## src/rtl/alarm_pkg.sv

```systemverilog
// rtl/alarm_pkg.sv - shared keypad/alarm constants and entry-state encoding
package alarm_pkg;

    localparam logic [3:0] KEY_CLR    = 4'hA;
    localparam logic [3:0] KEY_ENT    = 4'hB;

    localparam logic [3:0] CMD_NONE   = 4'b0000;
    localparam logic [3:0] CMD_ARM    = 4'b0011;
    localparam logic [3:0] CMD_DISARM = 4'b1100;

    typedef enum bit [1:0] {
        ST_IDLE    = 2'd0,
        ST_ENTRY   = 2'd1,
        ST_LOCKOUT = 2'd2
    } entry_state_t;

endpackage

```

## src/rtl/keypad_code_entry.sv

```systemverilog
// rtl/keypad_code_entry.sv - PIN entry, arm/disarm decode, timeout and lockout
module keypad_code_entry
    import alarm_pkg::*;
#(
    parameter int                  DIGITS         = 4,
    parameter logic [4*DIGITS-1:0] ARM_CODE       = 16'h1234,
    parameter logic [4*DIGITS-1:0] DISARM_CODE    = 16'h4321,
    parameter int                  MAX_FAIL       = 3,
    parameter int                  TIMEOUT_CYCLES = 100,
    parameter int                  LOCKOUT_CYCLES = 200
) (
    input  logic                            clk,
    input  logic                            reset,
    input  logic                            ENA,
    input  logic                            key_valid,
    input  logic [3:0]                      key_code,
    output logic [3:0]                      keypad_cmd,
    output logic                            entry_active,
    output logic                            locked_out,
    output logic [$clog2(MAX_FAIL+1)-1:0]   fail_cnt
);

    localparam int BW   = 4 * DIGITS;
    localparam int CW   = $clog2(DIGITS + 1);
    localparam int FW   = $clog2(MAX_FAIL + 1);
    localparam int TMAX = (TIMEOUT_CYCLES > LOCKOUT_CYCLES) ? TIMEOUT_CYCLES : LOCKOUT_CYCLES;
    localparam int TW   = $clog2(TMAX);

    entry_state_t  state;
    logic [BW-1:0] digit_buf;
    logic [CW-1:0] digit_cnt;
    // One timer serves both the entry timeout and the lockout period,
    // since ENTRY and LOCKOUT never overlap.
    logic [TW-1:0] timer;

    logic is_digit;
    logic buf_full;

    assign is_digit     = (key_code <= 4'd9);
    assign buf_full     = (digit_cnt == CW'(DIGITS));
    assign entry_active = (state == ST_ENTRY);
    assign locked_out   = (state == ST_LOCKOUT);

    // Entry state machine; everything holds while ENA is low.
    always_ff @(posedge clk) begin
        if (ENA) begin
            if (!reset) begin
                state      <= ST_IDLE;
                digit_buf  <= '0;
                digit_cnt  <= '0;
                timer      <= '0;
                fail_cnt   <= '0;
                keypad_cmd <= CMD_NONE;
            end else begin
                // Command is a single enabled-cycle pulse.
                keypad_cmd <= CMD_NONE;
                case (state)
                    ST_IDLE: begin
                        if (key_valid && is_digit) begin
                            digit_buf <= BW'(key_code);
                            digit_cnt <= CW'(1);
                            timer     <= '0;
                            state     <= ST_ENTRY;
                        end
                    end
                    ST_ENTRY: begin
                        if (key_valid) begin
                            // Any key, even an ignored code, restarts the timeout.
                            timer <= '0;
                            if (is_digit) begin
                                if (!buf_full) begin
                                    digit_buf <= (digit_buf << 4) | BW'(key_code);
                                    digit_cnt <= digit_cnt + CW'(1);
                                end
                            end else if (key_code == KEY_CLR) begin
                                digit_buf <= '0;
                                digit_cnt <= '0;
                                state     <= ST_IDLE;
                            end else if (key_code == KEY_ENT) begin
                                digit_buf <= '0;
                                digit_cnt <= '0;
                                if (buf_full && digit_buf == ARM_CODE) begin
                                    keypad_cmd <= CMD_ARM;
                                    fail_cnt   <= '0;
                                    state      <= ST_IDLE;
                                end else if (buf_full && digit_buf == DISARM_CODE) begin
                                    keypad_cmd <= CMD_DISARM;
                                    fail_cnt   <= '0;
                                    state      <= ST_IDLE;
                                end else begin
                                    fail_cnt <= fail_cnt + FW'(1);
                                    if (fail_cnt + FW'(1) == FW'(MAX_FAIL)) begin
                                        state <= ST_LOCKOUT;
                                    end else begin
                                        state <= ST_IDLE;
                                    end
                                end
                            end
                        end else if (timer == TW'(TIMEOUT_CYCLES - 1)) begin
                            digit_buf <= '0;
                            digit_cnt <= '0;
                            timer     <= '0;
                            state     <= ST_IDLE;
                        end else begin
                            timer <= timer + TW'(1);
                        end
                    end
                    ST_LOCKOUT: begin
                        if (timer == TW'(LOCKOUT_CYCLES - 1)) begin
                            timer    <= '0;
                            fail_cnt <= '0;
                            state    <= ST_IDLE;
                        end else begin
                            timer <= timer + TW'(1);
                        end
                    end
                    default: begin
                        state <= ST_IDLE;
                        timer <= '0;
                    end
                endcase
            end
        end
    end

endmodule

```

## config.mk

```make
export PLATFORM = sky130hd
export DESIGN_NAME = keypad_code_entry
export DESIGN_NICKNAME = d
export VERILOG_FILES = /design/src/rtl/alarm_pkg.sv /design/src/rtl/keypad_code_entry.sv
export SDC_FILE = /design/constraint.sdc
export NUM_CORES = 1
export LEC_CHECK = 0
export CORE_MARGIN = 5
export CORE_UTILIZATION = 55
export CTS_CLUSTER_DIAMETER = 50
export DETAILED_ROUTE_END_ITERATION = 8
export DONT_BUFFER_PORTS = 1
export PLACE_DENSITY = 0.7
export REMOVE_ABC_BUFFERS = 1
export SLEW_MARGIN = 20
export SYNTH_ARGS = -nofsm -noshare
export SYNTH_HDL_FRONTEND = slang
export SYNTH_SLANG_ARGS = --single-unit
export TNS_END_PERCENT = 20
```

## constraint.sdc

```tcl
create_clock -name clk -period 5.8 [get_ports clk]
set_clock_uncertainty 0.15 [all_clocks]
set_input_delay 1.16 -clock clk [delete_from_list [all_inputs] [get_ports clk]]
set_output_delay 1.16 -clock clk [all_outputs]
set_load 0.01 [all_outputs]
```

==> impl_metrics.yaml, run 1 <==
grt:
  grt_pass1_vias: 1091
  antenna_found_initial: 0
  grt_max_degree: 20
  grt_pass1_wl_mm: 5.22
  grt_use_total_pct: 16.2
  overflow: 0
yosys:
  syn_inst: 144
  ys_seq_area_share_pct: 56.5
  synth_area_um2: 1760
  ys_ff_latch: 33
  syn_area_per_cell_um2: 12.2
  yosysWarnings: 0
  ys_types: 38
clock_network:
  insertion_delay_ps: 340
  cts_num_sinks: 33
  cts_inserted_buffers: 5
  cts_htree_levels: 2
  cts_setup_buffers: 0
  cts_tree: "yes"
  cts_buffer_depth: 2
  cts_resized: 0
  cts-root-buf: "clkbuf_4"
  postCtsHoldBufs: 0
  clk_pin_slew_worst_paths_ps: 100
final_layout:
  nets: 161
  antennaDiodeCount: 0
  final_cells: 191
  synthToLayoutAreaGrowth_pct: 6.56
  drive_gt1_share_pct: 10.9
detailed_routing:
  wirelength_met1_mm: 1.43
  via_count: 1093
  dr_wl_met2_mm: 1.26
  drtIter0Drc: 104
  drc_errors: 0
  wire_per_inst_um: 15.7
  dr.pass1.iters: 4
  vias_per_cell: 5.72
  top_layer_used: "met4"
  ant_nets: 0
  routed_wl_mm: 3.00
  met3_length_um: 249
floorplanning:
  fp.dieW_um: 66.5
  die_area_um2: 4420
  fp-row-count: 20
  pin_count: 16
  die_height_um: 66.5
  initial_utilization_pct: 57.5
  coreArea_um2: 3050
place:
  dp.cells: 183
  gp_congestion: 0.775
  hpwl_mm: 2.14
  portBuffers: 0
sta:
  drv_slew: 0
  hold_viol: 0
  slew-limit-headroom_pct: 65.8
  worst_pin_slew_ps: 513
  fin_tns_setup_ps: 0
  setup_viol: 0
  min_period_ps: 2590
  max_freq_mhz: 386
  period_share_pct: 44.7
  rsz0062_at_grt: "no"
status:
  status: "finished clean"
job:
  max-cap-violations: 0
critical_path:
  critPathRequiredTime_ps: 5680
  start_kind: "primary input"
  cp.arrival_ps: 2470
  end_kind: "flip-flop"
  cp_max_fo: 19
  critPathKind: "in -> reg"
pwr:
  peakVddDrop_mv: 0.241
  p_leak_nw: 0.716
  p_per_area_nw_per_um2: 268
worst_hold_path:
  hold_path.class: "reg -> reg"
logic make-up after synthesis:
kind of cell	share of synthesized area (%)
buf+inv	3.56
fa+ha+maj	4.99
xor+xnor	3.49
simple gates	23.8
compound gates	7.70
flops	56.5
metrics by stage:
stage               util (%)  setup WS [ps]  hold WS [ps]  power, mW  instance area, um2
finish                  61.3           3210           442      0.501                1870
global route            61.3           3120           459      0.529                1870
CTS                     61.3           3220           443      0.506                1870
detailed placement      58.7           2880           407      0.338                1790
global placement        58.7           2930           413      0.336                1790
floorplan                  -           1900           388      0.326                1720
report_power, final:
part	leakage, nW	internal, mW	switching [mW]	total (mW)
Combinational	0.349	0.0175	0.0246	0.0421
Sequential	0.328	0.279	0.0112	0.290
Clock	0.0389	0.0892	0.0799	0.169
Total	0.716	0.386	0.116	0.501
layer usage:
layer  track usage, %  vias to the layer above
li1                 -                      538
met1             22.1                      514
met2             22.8                       35
met4             6.35                        0
met5                0                        -
met3             6.75                        6
worst max-delay path, cell delays in order:
cell	delay [ps]
o21ai_2	420
nand2_1	140
a21bo_2	260
a311oi_2	180
buf_4	300
flip-flops by register name (all words and copies together), names as in the netlist:
signal      count
digit_buf      16
digit_cnt       3
fail_cnt        2
keypad_cmd      2
state           2
timer           8
final cells by class:
type | instances | area (um2)
fillers | 256 | 1180
multi-input cells | 97 | 708
clock inverters | 3 | 41.3
well taps | 44 | 55.1
repair buffers | 1 | 7.51
clock buffers | 5 | 37.5
flip-flops and latches | 33 | 991
inverters | 8 | 30.0
final timing paths:
check | end | slack (ps) | from | depth (start not counted)
max | digit_cnt[1]$_SDFFCE_PN0P_ | 3210 | key_code[1] | 5
max reg2reg | digit_cnt[1]$_SDFFCE_PN0P_ | 3380 | state[0]$_SDFFCE_PN0P_ | 5
min reg2reg | digit_buf[9]$_SDFFCE_PN0P_ | 440 | digit_buf[5]$_SDFFCE_PN0P_ | 1
min | digit_buf[9]$_SDFFCE_PN0P_ | 440 | digit_buf[5]$_SDFFCE_PN0P_ | 1
cells in the final DEF, fill, tap and decap left out, types with 2 or more instances in the layout:
cell       n
nor2_1    12
clkbuf_4   5
xnor2_1    3
nand2_1    6
a21oi_1    2
nand2b_1   2
nand3_1    6
ha_1       7
xor2_1     4
nor3_1     2
inv_1      8
a21boi_0   3
edfxtp_1  33
nor4b_1    4
and2_1     6
and3_1    16
nor4bb_1   3
nand3b_1   3
synthesized netlist by cell type:
cell      instances  share of area (%)
o21a_1            1               0.43
nand3_1           6                1.7
or3_1             1               0.36
a221oi_2          1               0.86
a311oi_1          1               0.50
a21oi_1           2               0.57
a21o_1            1               0.43
ha_1              7                5.0
o21ai_2           1               0.50
and3_2            1               0.43
and4bb_1          1               0.71
nor4b_1           4                2.0
a21bo_2           1               0.57
nand3b_1          3                1.3
buf_2             2               0.57
xnor2_1           3                1.5
o221ai_1          1               0.50
nand2_1           6                1.3
nor2b_1           1               0.36
a211oi_1          1               0.43
nor2_1           12                2.6
xor2_1            4                2.0
a21boi_0          3                1.3
o21ai_0           1               0.28
and3_1           16                5.7
nor3b_4           1                1.1
inv_1             8                1.7
nand4b_1          1               0.50
buf_4             2               0.86
a41oi_2           1               0.93
nor4bb_1          3                1.7
clkbuf_1          2               0.43
o211ai_1          1               0.43
nand4_2           1               0.71
edfxtp_1         33                 56
nor3_1            2               0.57
and2_1            6                2.1
nand2b_1          2               0.71
No activity file was read; power rests on OpenSTA's default activity.
==> run 2: changes to the inputs <==
==> constraint.sdc (replaced) <==
create_clock -name clk -period 2.6 [get_ports clk]
set_clock_uncertainty 0.15 [all_clocks]
set_input_delay 0.52 -clock clk [delete_from_list [all_inputs] [get_ports clk]]
set_output_delay 0.52 -clock clk [all_outputs]
set_load 0.01 [all_outputs]
==> run 2 against run 1 <==
  * First-iteration DRC count down 2.9%
  * Design area is 0.87% lower
  * Sequential share of layout area up 0.46 points
  * Non-clock buffer count rose by 1
  * Die area stayed put
  * Clock-buffer cell count did not move
  * Worst setup slack lost 2900 ps
  * Worst hold slack got worse by 310 ps
  * Register-to-register slack got worse by 3100 ps
  * Via count grew 2.2%
  * Sequential power up 120%
  * Routed wire length is 8.5% higher
==> impl_metrics.yaml, run 2 (same netlist as run 1, synthesis figures left out) <==
sta:
  min_period_ps: 2280
  slew-limit-headroom_pct: 66.4
  period_share_pct: 87.8
  max_freq_mhz: 438
  drv_slew: 0
  setup_viol: 0
  rsz0062_at_grt: "no"
  worst_pin_slew_ps: 504
  fin_ws_ps: 318
  hold_viol: 0
critical_path:
  cp.arrival_ps: 2150
  end_kind: "flip-flop"
  start_kind: "flip-flop"
  critPathKind: "reg -> reg"
  rr_worst_depth: 6
  cp_max_fo: 19
  critPathRequiredTime_ps: 2470
clock_network:
  cts_htree_levels: 2
  clk_pin_slew_worst_paths_ps: 110
  cts_inserted_buffers: 5
  cts_tree: "yes"
  cts_num_sinks: 33
  insertion_delay_ps: 330
  cts_resized: 0
  postCtsHoldBufs: 0
  cts_buffer_depth: 2
  cts_setup_buffers: 0
  cts-root-buf: "clkbuf_4"
grt:
  grt_use_total_pct: 16.6
  grt_max_degree: 20
  grt_pass1_wl_mm: 5.35
  antenna_found_initial: 0
  overflow: 0
  grt_pass1_vias: 1123
final_layout:
  final_util_pct: 60.7
  nets: 162
  antennaDiodeCount: 0
  synthToLayoutAreaGrowth_pct: 5.63
  largest-register: "digit_buf"
  drive_gt1_share_pct: 12.2
  final_common_cell: "edfxtp_1"
  reg_top3: "digit_buf x16, timer x8, digit_cnt x3"
  largest_reg_flops: 16
  final_cell_mix: "edfxtp_1 (33), and3_1 (16), nor2_1 (12)"
pwr:
  p_per_area_nw_per_um2: 552
  p_leak_nw: 0.714
  peakVddDrop_mv: 0.407
place:
  hpwl_mm: 2.28
  pre_cts_slack_ps: 322
  portBuffers: 0
  gp_congestion: 0.778
detailed_routing:
  routed_wl_mm: 3.25
  ant_nets: 0
  via_count: 1117
  wire_per_inst_um: 16.9
  drtIter0Drc: 101
  drc_errors: 0
  vias_per_cell: 5.82
  dr.pass1.iters: 4
floorplanning:
  die_area_um2: 4420
  initial_utilization_pct: 57.5
  fp-row-count: 20
  pin_count: 16
  fp.dieW_um: 66.5
  coreArea_um2: 3050
  die_height_um: 66.5
worst_hold_path:
  whs_path_depth: 0
  hold_path.class: "in -> reg"
status:
  status: "finished clean"
job:
  max-cap-violations: 0
run 2: cell count changes in the layout (fill, tap and decap cells not counted):
cell,change
clkinv_2,+2
clkinv_1,-1
buf_4,+1
bufinv_16,-1
run 2: worst max-delay path, stage by stage, from the launching register on:
cell and delay [ps]:
edfxtp_1 440, ha_1 380, nand2b_1 160, a21oi_1 80, o21a_1 220, a311oi_2 230
buf_4 300
run 2: power by group:
part | total (mW) | switching (mW) | internal, mW
logic | 0.0958 | 0.0561 | 0.0397
registers | 0.648 | 0.0250 | 0.623
clock network | 0.281 | 0.179 | 0.102
total | 1.02 | 0.260 | 0.764
run 2: area by class of cell:
class                   count  area [um2]
clock buffers               5        37.5
clock inverters             3        17.5
fillers                   253        1200
inverters                   8        30.0
multi-input cells          97         708
flip-flops and latches     33         991
well taps                  44        55.1
repair buffers              2        15.0
run 2: worst paths after layout:
| path | end | slack, ps | startpoint |
|---|---|---|---|
| setup reg to reg | digit_buf[5]$_SDFFCE_PN0P_ | 320 | state[0]$_SDFFCE_PN0P_ |
| hold / removal | keypad_cmd[0]$_SDFFCE_PP0P_ | 140 | ENA |
| hold reg to reg | digit_buf[10]$_SDFFCE_PN0P_ | 440 | digit_buf[6]$_SDFFCE_PN0P_ |
| setup / recovery | digit_buf[5]$_SDFFCE_PN0P_ | 320 | state[0]$_SDFFCE_PN0P_ |
run 2: through the flow:
stage | std cells | hold slack [ps] | power, mW | setup TNS, ps | cell area [um2]
final | 192 | 136 | 1.02 | 0 | 1850
after global routing | 192 | 99.4 | 1.08 | 0 | 1850
after CTS | 192 | 122 | 1.04 | 0 | 1850
after detailed placement | 184 | 416 | 0.755 | 0 | 1800
after global placement | 184 | 411 | 0.750 | 0 | 1800
after floorplan | 138 | 388 | 0.726 | -14110 | 1720
run 2: routing by layer:
metal	wire [um]	vias up	share of wire, %	GRT usage, %
met2	1480	29	46	25.2
met1	1540	541	47	22.0
met3	179	5	5.5	6.41
met4	48	0	1.5	5.33
met5	0	-	0	0
li1	-	542	-	-
